[src/rtl/cacheline_adaptor_p_pkg.sv]
// Shared types and constants for the cache line <-> memory burst adaptor.
package cacheline_adaptor_p_pkg;

  localparam int S_LINE   = 256;
  localparam int S_BURST  = 64;
  localparam int S_OFFSET = 5;
  localparam int BEATS    = S_LINE / S_BURST;

  typedef logic [S_BURST-1:0] beat_t;

  typedef enum logic [1:0] {
    IDLE  = 2'd0,
    READ  = 2'd1,
    WRITE = 2'd2,
    DONE  = 2'd3
  } adaptor_state_t;

  // Line-align a byte address by clearing the offset bits.
  function automatic logic [31:0] line_addr(input logic [31:0] addr);
    logic [31:0] mask;
    mask = ~((32'd1 << S_OFFSET) - 32'd1);
    return addr & mask;
  endfunction

endpackage

[src/rtl/cacheline_adaptor_p.sv]
// Converts 256-bit cache line refills/writebacks into 4-beat 64-bit memory bursts.
// state | meaning: IDLE wait for request; READ gather beats; WRITE send beats; DONE pulse resp_o.
module cacheline_adaptor_p
  import cacheline_adaptor_p_pkg::*;
#(
  parameter int s_line   = S_LINE,
  parameter int s_burst  = S_BURST,
  parameter int s_offset = S_OFFSET
) (
  input  logic              clk,
  input  logic              rst,
  input  logic              read_i,
  input  logic              write_i,
  input  logic [31:0]       address_i,
  input  logic [s_line-1:0] line_i,
  output logic [s_line-1:0] line_o,
  output logic              resp_o,
  input  logic [s_burst-1:0] burst_i,
  output logic [s_burst-1:0] burst_o,
  output logic [31:0]       address_o,
  output logic              read_o,
  output logic              write_o,
  input  logic              resp_i
);

  localparam int beats = s_line / s_burst;
  localparam int cw    = $clog2(beats);
  localparam logic [cw-1:0] last_beat = cw'(beats - 1);

  adaptor_state_t state, state_n;
  logic [cw-1:0]     count;
  logic [cw-1:0]     count_nx;
  logic [s_line-1:0] line_q;

  assign count_nx = count + 1'b1;

  always_ff @(posedge clk or negedge rst) begin
    if (!rst) state <= IDLE;
    else      state <= state_n;
  end

  always_comb begin
    state_n = state;
    case (state)
      IDLE: begin
        if (write_i)     state_n = WRITE;
        else if (read_i) state_n = READ;
      end
      READ, WRITE: begin
        if (resp_i && (count == last_beat)) state_n = DONE;
      end
      DONE:    state_n = IDLE;
      default: state_n = IDLE;
    endcase
  end

  // Handshake outputs decode from state alone so they never glitch on inputs.
  assign read_o  = (state == READ);
  assign write_o = (state == WRITE);
  assign resp_o  = (state == DONE);

  always_ff @(posedge clk or negedge rst) begin
    if (!rst) begin
      count     <= '0;
      line_q    <= '0;
      line_o    <= '0;
      burst_o   <= '0;
      address_o <= '0;
    end else begin
      case (state)
        IDLE: begin
          if (write_i || read_i) begin
            address_o <= line_addr(address_i);
            count     <= '0;
          end
          if (write_i) begin
            line_q  <= line_i;
            burst_o <= line_i[s_burst-1:0];
          end
        end
        READ: begin
          if (resp_i) begin
            line_o[int'(count)*s_burst +: s_burst] <= burst_i;
            count <= count_nx;
          end
        end
        WRITE: begin
          // Preload the next beat so it is on the bus the cycle after the strobe.
          if (resp_i) begin
            burst_o <= line_q[int'(count_nx)*s_burst +: s_burst];
            count   <= count_nx;
          end
        end
        default: ;
      endcase
    end
  end

endmodule

[config.mk]
export PLATFORM = sky130hd
export DESIGN_NAME = cacheline_adaptor_p
export DESIGN_NICKNAME = d
export VERILOG_FILES = /design/src/rtl/cacheline_adaptor_p_pkg.sv /design/src/rtl/cacheline_adaptor_p.sv
export SDC_FILE = /design/constraint.sdc
export NUM_CORES = 1
export LEC_CHECK = 0
export ABC_AREA = 0
export BUFFER_PORTS_ARGS = -buffer_cell sky130_fd_sc_hd__buf_2
export CAP_MARGIN = 30
export CORE_AREA = 3 3 277 279
export DETAILED_ROUTE_END_ITERATION = 16
export DIE_AREA = 0 0 280 282
export MAX_ROUTING_LAYER = met4
export PLACE_DENSITY_LB_ADDON = 0.12
export SLEW_MARGIN = 15
export SYNTH_ARGS = -nofsm -noshare
export SYNTH_HDL_FRONTEND = slang
export SYNTH_SLANG_ARGS = --single-unit
[constraint.sdc]
create_clock -name clk -period 2.3 [get_ports clk]
set_input_delay 0.46 -clock clk [delete_from_list [all_inputs] [get_ports clk]]
set_output_delay 0.46 -clock clk [all_outputs]
set_load 0.005 [all_outputs]
==> out/results.ini <==
[global_routing]
grt_max_degree=84
grt_pass1_vias=17793
grt_pass1_wl_um=122000
antenna_found_initial=32
grtUsageTotal_pct=21.2
grt-ovfl-total=0

[pwr]
p_leak_nw=15.8
power_density_nw_per_um2=1370
total_power_mw=44.5
vdd_drop_max_v=0.000579

[drt]
num_vias=16659
drtPass1Iterations=4
avgRoutedWirePerCell_um=25.0
drcViolationCount=0
drt_iter0_drc=756
via_per_inst=5.04
routed_wl_um=82600
ant_nets=0

[worst_setup_path]
cp-start-kind=flop
cpMostUsedCell=mux2_2
critPathKind=flop to flop
critical_path_required_ns=2.80
critPathSlowestCell=mux4_2
path_max_fanout=32
crit_chain=buf_16 > buf_4 > mux4_2 > mux2_2 > mux2_2
crit_buf_inv=2
cpLargestDelayFamily=multiplexers
arrival_ns=2.72
crit_path_end_kind=flop
worst_path_largest_cell_delay_ns=0.53

[timing]
drv_slew=0
finalCritPeriodShare_pct=96.6
setup_viol=0
hold_viol_final=0
finClkSkew_ns=0.0418
max_freq_ghz=0.450
finalWorstSetupSlack_ns=0.0783
slew_headroom_pct=57.3
period_needed_ns=2.22
worst_slew_pin_slew_ns=0.641

[clock_tree]
clockBufferDepth=3
cts_buffers=71
clk_pin_slew_worst_paths_ns=0.06
root_buffer=clkbuf_16
worstSkewPairLatency_ns=0.63
clkSinkCount=607
cts_tree=built
h-tree-depth=3

[logic_synthesis]
synth.area.top_cells=dfrtp_1 (62%), mux2_2 (19%), a22o_1 (9.2%)
yosysUniqueCellTypes=30
synth_top_flop_cell=dfrtp_1
synth_warnings=0
yosysTopAreaCell=dfrtp_1
ys_async_sr_fraction_pct=100
yosys_register_bits=607
synth_top_cell_area_share_pct=62.1
ys_seq_area_share_pct=62.1
synth_edf_count=0
synth.avg_cell_area_um2=16.2
syn_area_um2=24500
netlist_instances=1506

[hold_path]
hold_class=input port to flop

[placement]
hpwlAfterDp_um=61000
gp_congestion=0.862
io_buffers=701
place_ws_ns=0.00801
dp_cells=3143
place_area_um2=29800

[die]
die_h_um=282
initial_core_util_pct=32.9
die-area_um2=79000
ioPinCount=712
die_w_um=280
core_area_um2=74400
rows=100

[final_layout]
layout.nets=2620
drive_gt1_share_pct=60.2
stdcell_count=3303
areaGrowthSynthToFinish_pct=32.6
mostFrequentLayoutCells=buf_2 (700), dfrtp_1 (605), mux2_2 (405)
final_cell_area_um2=32400
final_common_cell=buf_2

[run_status]
status=complete, no violations

[job]
max_cap_violations=0

## Yosys cell counts, types with 3 or more instances
library cell and count:
a22o_1 256, nand3_1 4, mux4_2 64, nor2_1 3
buf_4 5, dfrtp_1 607, buf_2 42, mux2_2 405
mux2_4 6, nand2_1 8, clkbuf_1 66, ha_1 11
inv_1 6, mux2i_1 5
## per-stage QoR
stage	utilization (%)	hold WS, ns	setup TNS, ns
global placement	40.1	0.397	0
CTS	43.4	0.0212	0
floorplan	-	0.164	-1.23
global route	43.6	0.0296	-0.000110
detailed placement	40.1	0.398	0
finish	43.6	0.0622	0
## cells by family after synthesis
group / Yosys count / share of synthesized area (%)
and+or+nand+nor: 24 / 0.568
other: 1 / 0.0153
buffers and inverters: 122 / 2.33
AOI/OAI and AO/OA: 261 / 9.32
muxes: 480 / 25.1
DFF: 607 / 62.1
adders and majority gates: 11 / 0.563
## layout make-up
| cell class | count | area, µm² |
|---|---|---|
| Tap cell | 969 | 1210 |
| Antenna cell | 31 | 77.6 |
| Inverter | 6 | 22.5 |
| Fill cell | 6825 | 42000 |
| Timing Repair Buffer | 785 | 4640 |
| Clock inverter | 18 | 382 |
| Multi-Input combinational cell | 781 | 8810 |
| Clock buffer | 106 | 2100 |
| Sequential cell | 607 | 15200 |
## path summary, 6_finish.rpt
| kind | start | to | slack, ns | depth (start not counted) |
|---|---|---|---|---|
| worst max-delay path | count[0]$_DFFE_PN0P_ | burst_o[21]$_DFFE_PN0P_ | 0.08 | 5 |
| worst min-delay path | line_i[122] | line_q[122]$_DFFE_PN0P_ | 0.06 | 2 |
| worst max register to register | count[0]$_DFFE_PN0P_ | burst_o[21]$_DFFE_PN0P_ | 0.08 | 5 |
| worst min register to register | line_q[250]$_DFFE_PN0P_ | line_q[250]$_DFFE_PN0P_ | 0.50 | 1 |
| max in group asynchronous | rst | line_q[14]$_DFFE_PN0P_ | 0.98 | 3 |
| min in group asynchronous | rst | line_o[128]$_DFFE_PN0P_ | 0.35 | 2 |
## registers in the layout (all words and copies together), names as in the netlist
name       flops
burst_o       64
line_q       256
address_o     27
line_o       256
count          2
state          2
## report_power, final
group          switching [mW]  total, mW  internal (mW)  leakage (nW)
Clock                    4.70       11.8           7.07          1.21
Combinational            6.53       15.8           9.27          6.94
Sequential               2.09       16.9           14.8          7.70
## per-layer routing
layer | wire length (µm) | vias up | track usage (%)
met5 | 0 | - | -
met4 | 2540 | 0 | 7.06
met3 | 6470 | 131 | 6.38
met2 | 41800 | 624 | 35.5
met1 | 31800 | 8653 | 24.2
li1 | - | 7251 | -
## what timing repair did
| item | in CTS | in global routing |
|---|---|---|
| hold endpoints to repair | 26 | 0 |
| gates resized for setup | 1 | 3 |
| setup buffers | 0 | 4 |
| hold buffers | 1 | 0 |
| cloned | 0 | 0 |
| endpoints found under the setup margin | 1 | 104 |
| pin swaps | 0 | 2 |
Power figures use the tool's default switching activity.
